## src/rtl/krake_port_rx_pkg.sv

```systemverilog
// Shared definitions for the krake port bus receive slave.
// Latency: n/a (constants and types only).
// Backpressure: n/a.
// Holds the register map and STATUS bit positions, which match the TX side,
// plus the receiver state encoding.
package krake_port_rx_pkg;

  // Register map, common to every slave on the krake port bus.
  localparam logic [3:0] UART_STATUS  = 4'h0;
  localparam logic [3:0] UART_DATAREG = 4'h1;

  // STATUS bit positions. FLUSH is write-only. Bits 6:4 carry the FIFO count on reads.
  localparam int RXST_AVAIL = 0;
  localparam int RXST_FULL  = 1;
  localparam int RXST_OVR   = 2;
  localparam int RXST_FERR  = 3;
  localparam int RXST_FLUSH = 4;
  localparam int RXST_BUSY  = 7;

  typedef enum logic [2:0] {
    RX_IDLE,
    RX_START,
    RX_DATA,
    RX_STOP,
    RX_BREAK
  } rx_state_e;

endpackage

```

## src/rtl/krake_port_rx_uart_rx.sv

```systemverilog
// 8N1 serial receiver: synchronizer, baud counter, shift register and framing FSM.
// Latency: push/frame_err_pulse are asserted in the cycle that ends at the stop-bit sample edge.
// Backpressure: none; push is a one-cycle strobe and the consumer must take it or drop it.
// Ports: clk, rst_n (async active-low); rx (raw serial input);
//        rx_sync (synchronized line), busy (state != IDLE),
//        push + data[7:0] (good byte), frame_err_pulse (stop bit sampled low).
module krake_port_rx_uart_rx
  import krake_port_rx_pkg::*;
#(
  parameter int CLKS_PER_BIT = 434
) (
  input  logic       clk,
  input  logic       rst_n,
  input  logic       rx,
  output logic       rx_sync,
  output logic       busy,
  output logic       push,
  output logic [7:0] data,
  output logic       frame_err_pulse
);

  localparam int CW = $clog2(CLKS_PER_BIT);
  localparam logic [CW-1:0] FULL_M1 = CW'(CLKS_PER_BIT - 1);
  localparam logic [CW-1:0] HALF_M1 = CW'(CLKS_PER_BIT / 2 - 1);

  logic            rx_meta;
  rx_state_e       state, state_nxt;
  logic [CW-1:0]   cnt, cnt_nxt;
  logic [2:0]      bit_idx, bit_nxt;
  logic [7:0]      shift, shift_nxt;

  always_ff @(posedge clk or negedge rst_n) begin
    if (!rst_n) begin
      rx_meta <= 1'b1;
      rx_sync <= 1'b1;
      state   <= RX_IDLE;
      cnt     <= '0;
      bit_idx <= '0;
      shift   <= '0;
    end else begin
      rx_meta <= rx;
      rx_sync <= rx_meta;
      state   <= state_nxt;
      cnt     <= cnt_nxt;
      bit_idx <= bit_nxt;
      shift   <= shift_nxt;
    end
  end

  always_comb begin
    state_nxt       = state;
    cnt_nxt         = cnt + CW'(1);
    bit_nxt         = bit_idx;
    shift_nxt       = shift;
    push            = 1'b0;
    frame_err_pulse = 1'b0;
    case (state)
      RX_IDLE: begin
        cnt_nxt = '0;
        bit_nxt = '0;
        if (!rx_sync) state_nxt = RX_START;
      end
      RX_START: begin
        // Re-check the line mid start bit so short glitches are ignored.
        if (cnt == HALF_M1) begin
          cnt_nxt   = '0;
          state_nxt = rx_sync ? RX_IDLE : RX_DATA;
        end
      end
      RX_DATA: begin
        if (cnt == FULL_M1) begin
          cnt_nxt   = '0;
          shift_nxt = {rx_sync, shift[7:1]};
          bit_nxt   = bit_idx + 3'd1;
          if (bit_idx == 3'd7) state_nxt = RX_STOP;
        end
      end
      RX_STOP: begin
        if (cnt == FULL_M1) begin
          cnt_nxt = '0;
          if (rx_sync) begin
            push      = 1'b1;
            state_nxt = RX_IDLE;
          end else begin
            frame_err_pulse = 1'b1;
            state_nxt       = RX_BREAK;
          end
        end
      end
      RX_BREAK: begin
        // A line held low (break) must go high before a new start bit is accepted.
        cnt_nxt = '0;
        if (rx_sync) state_nxt = RX_IDLE;
      end
      default: state_nxt = RX_IDLE;
    endcase
  end

  assign busy = (state != RX_IDLE);
  assign data = shift;

endmodule

```

## src/rtl/krake_port_rx.sv

```systemverilog
// Krake port bus receive slave: serial 8N1 receiver feeding a small FIFO read over the bus.
// Latency: ack one clock after the strobe; a received byte is readable the cycle after its stop-bit sample.
// Backpressure: none on the serial side; a full FIFO drops the byte and sets overrun.
// Ports: clk_i, rst_ni (async assert, retimed release); bus stb_i/we_i/adr_i/dat_i -> ack_o/dat_o;
//        rx_i serial input; irq_o (registered rx_avail); ch_out/ch_oe debug channel.
module krake_port_rx
  import krake_port_rx_pkg::*;
#(
  parameter int CLKS_PER_BIT = 434,
  parameter int FIFO_DEPTH   = 4
) (
  input  logic       clk_i,
  input  logic       rst_ni,
  output logic       ack_o,
  input  logic [7:0] dat_i,
  input  logic [3:0] adr_i,
  output logic [7:0] dat_o,
  input  logic       stb_i,
  input  logic       we_i,
  input  logic       rx_i,
  output logic       irq_o,
  output logic [5:0] ch_out,
  output logic [5:0] ch_oe
);

  localparam int PW    = $clog2(FIFO_DEPTH);
  localparam int CNT_W = PW + 1;
  localparam logic [CNT_W-1:0] DEPTH_C = CNT_W'(FIFO_DEPTH);

  // Reset asserts asynchronously but releases two clocks later, synchronous to clk_i.
  logic [1:0] rst_pipe;
  logic       rst_n;

  always_ff @(posedge clk_i or negedge rst_ni) begin
    if (!rst_ni) rst_pipe <= '0;
    else         rst_pipe <= {rst_pipe[0], 1'b1};
  end
  assign rst_n = rst_pipe[1];

  logic       rx_sync, rx_busy, rx_push, rx_ferr_pulse;
  logic [7:0] rx_data;

  krake_port_rx_uart_rx #(
    .CLKS_PER_BIT(CLKS_PER_BIT)
  ) u_rx (
    .clk             (clk_i),
    .rst_n           (rst_n),
    .rx              (rx_i),
    .rx_sync         (rx_sync),
    .busy            (rx_busy),
    .push            (rx_push),
    .data            (rx_data),
    .frame_err_pulse (rx_ferr_pulse)
  );

  logic [7:0]       mem [FIFO_DEPTH];
  logic [PW-1:0]    wr_ptr, rd_ptr;
  logic [CNT_W-1:0] count;
  logic [3:0]       count_ext;
  logic             overrun, frame_err;
  logic             rx_avail, full;

  assign rx_avail  = (count != '0);
  assign full      = (count == DEPTH_C);
  assign count_ext = 4'(count);

  // A request is a strobe seen while ack is low, so a held strobe acks every other cycle.
  logic req, is_status, is_data, pop, wr_status, flush, clr_ovr, clr_ferr, push_ok, drop;

  assign req       = stb_i & ~ack_o;
  assign is_status = (adr_i == UART_STATUS);
  assign is_data   = (adr_i == UART_DATAREG);
  assign pop       = req & ~we_i & is_data & rx_avail;
  assign wr_status = req & we_i & is_status;
  assign flush     = wr_status & dat_i[RXST_FLUSH];
  assign clr_ovr   = wr_status & dat_i[RXST_OVR];
  assign clr_ferr  = wr_status & dat_i[RXST_FERR];
  // A full FIFO still accepts a byte when a slot is freed (pop) or emptied (flush) on the same edge.
  assign push_ok   = rx_push & (~full | pop | flush);
  assign drop      = rx_push & ~push_ok;

  logic [7:0] status, rd_mux;

  always_comb begin
    status             = '0;
    status[RXST_AVAIL] = rx_avail;
    status[RXST_FULL]  = full;
    status[RXST_OVR]   = overrun;
    status[RXST_FERR]  = frame_err;
    status[6:4]        = count_ext[2:0];
    status[RXST_BUSY]  = rx_busy;
  end

  // Zero unless a read is being acked, which also keeps dat_o at 0 while ack_o is low.
  always_comb begin
    rd_mux = '0;
    if (req && !we_i) begin
      if (is_status)                rd_mux = status;
      else if (is_data && rx_avail) rd_mux = mem[rd_ptr];
    end
  end

  always_ff @(posedge clk_i) begin
    if (push_ok) mem[wr_ptr] <= rx_data;
  end

  always_ff @(posedge clk_i or negedge rst_n) begin
    if (!rst_n) begin
      ack_o     <= 1'b0;
      dat_o     <= '0;
      irq_o     <= 1'b0;
      overrun   <= 1'b0;
      frame_err <= 1'b0;
      wr_ptr    <= '0;
      rd_ptr    <= '0;
      count     <= '0;
    end else begin
      ack_o     <= req;
      dat_o     <= rd_mux;
      irq_o     <= rx_avail;
      // Set events win over a coincident clear.
      overrun   <= drop | (overrun & ~clr_ovr);
      frame_err <= rx_ferr_pulse | (frame_err & ~clr_ferr);
      if (flush) begin
        // Empty the FIFO by catching rd_ptr up; a coincident byte becomes the sole entry.
        rd_ptr <= wr_ptr;
        if (push_ok) begin
          wr_ptr <= wr_ptr + PW'(1);
          count  <= CNT_W'(1);
        end else begin
          count  <= '0;
        end
      end else begin
        if (push_ok) wr_ptr <= wr_ptr + PW'(1);
        if (pop)     rd_ptr <= rd_ptr + PW'(1);
        case ({push_ok, pop})
          2'b10:   count <= count + CNT_W'(1);
          2'b01:   count <= count - CNT_W'(1);
          default: count <= count;
        endcase
      end
    end
  end

  assign ch_out = {ack_o, stb_i, rx_sync, rx_busy, rx_push, frame_err};
  assign ch_oe  = 6'b111111;

  logic unused_bits;
  assign unused_bits = ^{dat_i[7:5], dat_i[1:0], count_ext[3]};

endmodule

```

## config.mk

```make
export PLATFORM = sky130hd
export DESIGN_NAME = krake_port_rx
export DESIGN_NICKNAME = d
export VERILOG_FILES = /design/src/rtl/krake_port_rx_pkg.sv /design/src/rtl/krake_port_rx_uart_rx.sv /design/src/rtl/krake_port_rx.sv
export SDC_FILE = /design/constraint.sdc
export NUM_CORES = 1
export LEC_CHECK = 0
export BUFFER_PORTS_ARGS = -buffer_cell sky130_fd_sc_hd__buf_2
export CAP_MARGIN = 40
export CORE_MARGIN = 1.5
export CORE_UTILIZATION = 55
export CTS_CLUSTER_DIAMETER = 40
export DETAILED_ROUTE_END_ITERATION = 8
export GPL_ROUTABILITY_DRIVEN = 0
export PLACE_DENSITY = 0.76
export SYNTH_ARGS = -nofsm -noshare
export SYNTH_HDL_FRONTEND = slang
export SYNTH_SLANG_ARGS = --single-unit
```

## constraint.sdc

```tcl
create_clock -name clk_i -period 4.8 [get_ports clk_i]
set_input_delay 0.96 -clock clk_i [delete_from_list [all_inputs] [get_ports clk_i]]
set_output_delay 0.96 -clock clk_i [all_outputs]
set_load 0.03 [all_outputs]
```

After elaboration in Yosys (flattened, before gate mapping)
Memory sizes are Yosys's and may differ from the RTL's. Cells that the tools add are included.

Register bits: 46. Output and inout bits: 22. Input bits: 17. Memories kept: 1. Memory bits (writable): 32. Logic and storage cells: 107.

Equal/unequal tests: 17. Reductions and logical operators: 15. Mux-type cells: 30. Add/subtract/negate cells: 6. Bitwise logic cells: 23.

Memories: mem (words 4, width 8, rd ports 1, clocked after Yosys merged registers in 0, wr ports 1, RTL line krake_port_rx.sv:56) `logic [7:0] mem [FIFO_DEPTH];`.

Operators by type and width (count): 2-to-1 mux 3 bit (9); one-hot mux 9 bit (3 select lines) (1); 2-to-1 mux 8 bit (3); 2-to-1 mux 9 bit (2); one-hot mux 3 bit (5 select lines) (1); AND 1 bit (13); one-hot mux 3 bit (2 select lines) (2); inequality test 2 x 1 -> 1 bit (second input constant) (5); adder 9 x 1 -> 9 bit (second input constant) (1); equality test 3 bit (second input constant) (3); equality test 9 x 8 -> 1 bit (second input constant) (1); equality test 9 bit (second input constant) (1); 2-to-1 mux 1 bit (9); nonzero test 3 bit (3); adder 3 x 1 -> 3 bit (second input constant) (2); equality test 3 x 2 -> 1 bit (second input constant) (2); 2-to-1 mux 2 bit (3); NOT 1 bit (6); AND reduction 6 bit (1); adder 2 x 1 -> 2 bit (second input constant) (2); equality test 4 x 1 -> 1 bit (second input constant) (1); zero test 4 bit (1); bitwise OR 1 bit (4); AND reduction 2 bit (2); 10 further kinds (13).

Logic depth before layout (Yosys ltp)
Depth in word-level cells: 11. Depth in mapped cells: 9. Depth with buffers taken out: 9.

Cells and area by module
Synthesis repeated with hierarchy kept, for this count alone.

Cells, all modules: 253. Area total of the unflattened synthesis: 3513.4 um2.

By module, submodules not included: krake_port_rx (cells an instance 148, seq. area each 1486.4 um2, area each 2348.5 um2, times used 1); krake_port_rx_uart_rx (cells an instance 105, seq. area each 628.1 um2, area each 1164.9 um2, times used 1).

Least setup slack after synthesis
No wires, ideal clock.

Path type: input -> register. From: in adr_i[1]. To: reg count[2]. Cell stages on the path: 7. Slack: 2394 ps. Required time: 4721 ps. Setup time: 79 ps. Arrival: 2326 ps. Buffers on the path: 0. Cell sequence: nor4b_4 > nand3_2 > nor2_1 > fa_1 > nor3_1 > a31oi_1 > mux2i_1.

Longest elaborated chain between the ends: 9. Elaborated cells between the ends (all ways): 14. Those cells by class: 3 x eq/ne; 2 x mux; 7 x bitwise; 2 x reduce/logical.

Ends and longest elaborated chain: start, declared (RTL line krake_port_rx.sv:16) `input logic [3:0] adr_i,`; equality test 4 x 1 -> 1 bit (RTL line krake_port_rx.sv:72) `assign is_data = (adr_i == UART_DATAREG);`; AND 1 bit (2 in series) (RTL line krake_port_rx.sv:73) `assign pop = req & ~we_i & is_data & rx_avail;`; bitwise OR 1 bit (2 in series) (RTL line krake_port_rx.sv:79) `assign push_ok = rx_push & (~full | pop | flush);`; AND 1 bit (RTL line krake_port_rx.sv:79); equality test 2 x 1 -> 1 bit / equality test 2 bit (equally long branches) (RTL line krake_port_rx.sv:136) `case ({push_ok, pop})`; one-hot mux 3 bit (2 select lines) (RTL line krake_port_rx.sv:136); 2-to-1 mux 3 bit (RTL line krake_port_rx.sv:124) `if (flush) begin`; end signal, assigned (RTL line krake_port_rx.sv:137) `2'b10: count <= count + CNT_W'(1);`; end signal, assigned (RTL line krake_port_rx.sv:138) `2'b01: count <= count - CNT_W'(1);`; end signal, assigned (RTL line krake_port_rx.sv:139) `default: count <= count;`; end, declared (RTL line krake_port_rx.sv:58) `logic [CNT_W-1:0] count;`.

Parallel ways exist; a longest one is shown, timed or not. A chain may end at the register's enable or synchronous reset.

Worst setup path in the final report
From: reg u_rx.cnt[1]. To: out ch_out[1].

Longest elaborated chain between the ends: 3.

Ends and longest elaborated chain: start, declared (RTL line krake_port_rx_uart_rx.sv:28) `logic [CW-1:0] cnt, cnt_nxt;`; start signal, assigned (RTL line krake_port_rx_uart_rx.sv:44) `cnt <= cnt_nxt;`; equality test 9 bit (RTL line krake_port_rx_uart_rx.sv:79) `if (cnt == FULL_M1) begin`; 2-to-1 mux 1 bit (RTL line krake_port_rx_uart_rx.sv:79); 2-to-1 mux 1 bit (RTL line krake_port_rx_uart_rx.sv:57) `case (state)`; end, declared (RTL line krake_port_rx.sv:22) `output logic [5:0] ch_out,`.

No other way between the ends.

==> impl_metrics.toml <==
[outcome]
status = "completed"

[setup_path]
reg2reg_from = "u_rx.cnt[1]"
critPathCaptureType = "output port"
cp.buffers_inverters = 2
worst_ep_required_time_ps = 3840
cp_slowest_stage_delay_ps = 560
crit_slowest_cell = "nor4_4"
worstPathCellList = "inv_1 > ha_1 > nand4bb_4 > nor4_4 > buf_2"
cp-startpoint = "u_rx.cnt[1]"
path_class = "reg2out"
startpoint_type = "register"
crit_family = "simple AND/OR/NAND/NOR gates"
worst-path-max-fanout = 8
worstPathArrival_ps = 2040

[synthesis]
synth.most_common_cell = "dfrtp_1"
synth_area_um2 = 3503
postSynthAreaPerCell_um2 = 13.63
ys_seq_elements = 78
synth.distinct_cells = 48
async_flop_share_pct = 58.97
ys_seq_area_share_pct = 60.36
syn_inst = 257
yosysTopAreaCell = "dfrtp_1"
synth_edf_count = 32
synth_top_area_share_pct = 31.43
yosysWarningCount = 0
netlist_top_cells_count = "dfrtp_1, edfxtp_1, nor2_1"
synth-main-ff-cell = "dfrtp_1"
netlist_top_cells_area = "dfrtp_1, edfxtp_1, mux4_2, ha_1, nor2_1"

[timing]
rsz0062_at_grt = "no"
min_period_over_period_pct = 62.48
fmaxAchievable_ghz = 0.3335
drv_slew = 0
setup_viol = 0
finalHoldWorstSlack_ps = 137.9
worst_slew_pin_slew_ps = 581.5
slew-limit-headroom_pct = 61.09
setup-tns-final_ps = 0
min_period_ps = 2999
hold_viol = 0
finClkSkew_ps = 12.90

[drt]
ant_nets = 0
via_per_inst = 5.562
first_iter_violations = 151
wl_per_cell_um = 15.96
routed_wl_um = 5761
routed-via-count = 2008
first_pass_iters = 4
drc = 0

[run]
cap_viol_max_count = 0

[power]
switching_share_pct = 25.71
power_frac_seq_pct = 50.4
power_switching_mw = 0.3912
p_int_mw = 1.130
ir_worst_vdd_v = 0.0002224
p_clk_share_pct = 36.0
combinationalPowerShare_pct = 13.5
powerDensity_nw_per_um2 = 392.9
cellLeakagePower_nw = 1.649

[layout]
antennaDiodeCount = 0
drive_above_1_share_pct = 26.22
syn_to_final_growth_pct = 10.54
final_nets = 308
instances_no_fill = 361
fillers = 459

[cts]
clkTransAtPathRegs_ps = 80
postCtsResizedCells = 0
hold_buffers = 0
cts-root-buf = "clkbuf_8"
cts_buffer_depth = 2
post_cts_buffers = 0
htree_levels = 3
cts_made_buffers = 9
clock_sinks = 78
cts_tree = "done"
clk-insertion-delay-late_ps = 350

[floorplanning]
pin_count = 39
start_util_pct = 58.14
core.rowCount = 28
die-width_um = 82.81
core-area_um2 = 6026
dieArea_um2 = 6858
die_height_um = 82.81

[global_routing]
track_usage_pct = 17.93
grt_pass1_wl_um = 9494
grt.overflow.total = 0
grt_start_max_net_pins = 35
antenna_found_initial = 0
grt_pass1_vias = 1946

[place]
dpl.hpwl_um = 3956
dp_cells = 345
port_buffers = 27

[hold_path]
min_path_type = "reg2async"
[metrics by stage]
step / util (%) / total power, mW / cell area [µm²] / worst slack, ps
6_report: 64.27 / 1.522 / 3872 / 1801
5_1_grt: 64.27 / 1.585 / 3872 / 1674
4_1_cts: 64.27 / 1.537 / 3872 / 1781
3_5_place_dp: 60.53 / 0.9882 / 3647 / 1860
3_3_place_gp: 60.20 / 0.9819 / 3627 / 1869
2_1_floorplan: - / 0.9498 / 3526 / 2394
[logic make-up after synthesis]
logic type | count (synthesis) | share of synthesized area [%]
muxes | 18 | 8.428
and+or+nand+nor | 84 | 14.68
xor gates and xnor gates | 11 | 2.750
AOI/OAI and AO/OA | 27 | 5.464
DFF | 78 | 60.36
adders and majority gates | 10 | 3.786
buffers and inverters | 28 | 4.428
other | 1 | 0.1070
[cells in the final DEF (no fill, tap or decap), drive strengths merged, types with 6 or more instances in the layout]
master,netlist,routed
conb,1,7
mux4,8,8
xnor2,8,8
clkbuf,4,13
and2,6,6
inv,7,7
mux2,9,9
nand3,9,9
nand2,17,17
a21oi,6,6
o21ai,7,7
buf,17,28
ha,9,9
edfxtp,32,32
nor2,25,25
dfrtp,44,44
[registers in the layout, summed over array words and instances (netlist names), 3 cells and up]
name,cells
u_rx.cnt,9
count,3
u_rx.state,3
dat_o,8
u_rx.data,8
mem,32
u_rx.bit_idx,3
[final cells by class]
class                           instances  area, µm²  share of cell area, %
Sequential cell                        78       2116                  54.64
Clock inverter                          3      65.06                  1.680
Clock buffer                           13      160.2                  4.136
Tap cell                               75      93.84                  2.423
Timing Repair Buffer                   28      155.1                  4.006
Inverter                                7      26.28                 0.6785
Multi-Input combinational cell        157       1256                  32.44
[power by group through the flow]
stage | Sequential [mW] | Clock [mW] | Combinational [mW]
global placement | 0.786 | 0 | 0.196
floorplan | 0.761 | 0 | 0.189
global route | 0.776 | 0.583 | 0.226
finish | 0.768 | 0.548 | 0.206
detailed placement | 0.782 | 0 | 0.206
CTS | 0.768 | 0.561 | 0.207
[worst reg2reg max path, cell delays in order, from the launching register on]
cell and delay [ps]:
dfrtp_1 400, inv_1 80, ha_1 200, nand4bb_4 150, nor4_4 560, nor2_1 170, fa_1 420, nor3_1 190
a31oi_1 80, mux2i_1 130
[metal layers]
metal,GRT usage [%],part of all wire [%],vias up
met5,0,0,-
met4,10.00,2.3,0
met3,4.175,4.6,10
met2,27.35,48,57
met1,23.88,45,984
li1,-,-,957
[final timing paths]
| kind | endpoint | slack, ps | cells past startpoint |
|---|---|---|---|
| max | ch_out[1] | 1800 | 5 |
| min | u_rx.bit_idx[1] | 140 | 0 |
| max reg2reg | count[2] | 2310 | 9 |
| min reg2reg | u_rx.bit_idx[1] | 140 | 0 |
| max in group asynchronous | dat_o[1] | 4200 | 1 |
| min in group clk_i | rst_pipe[1] | 360 | 0 |
(Power assumes the default switching activity.)
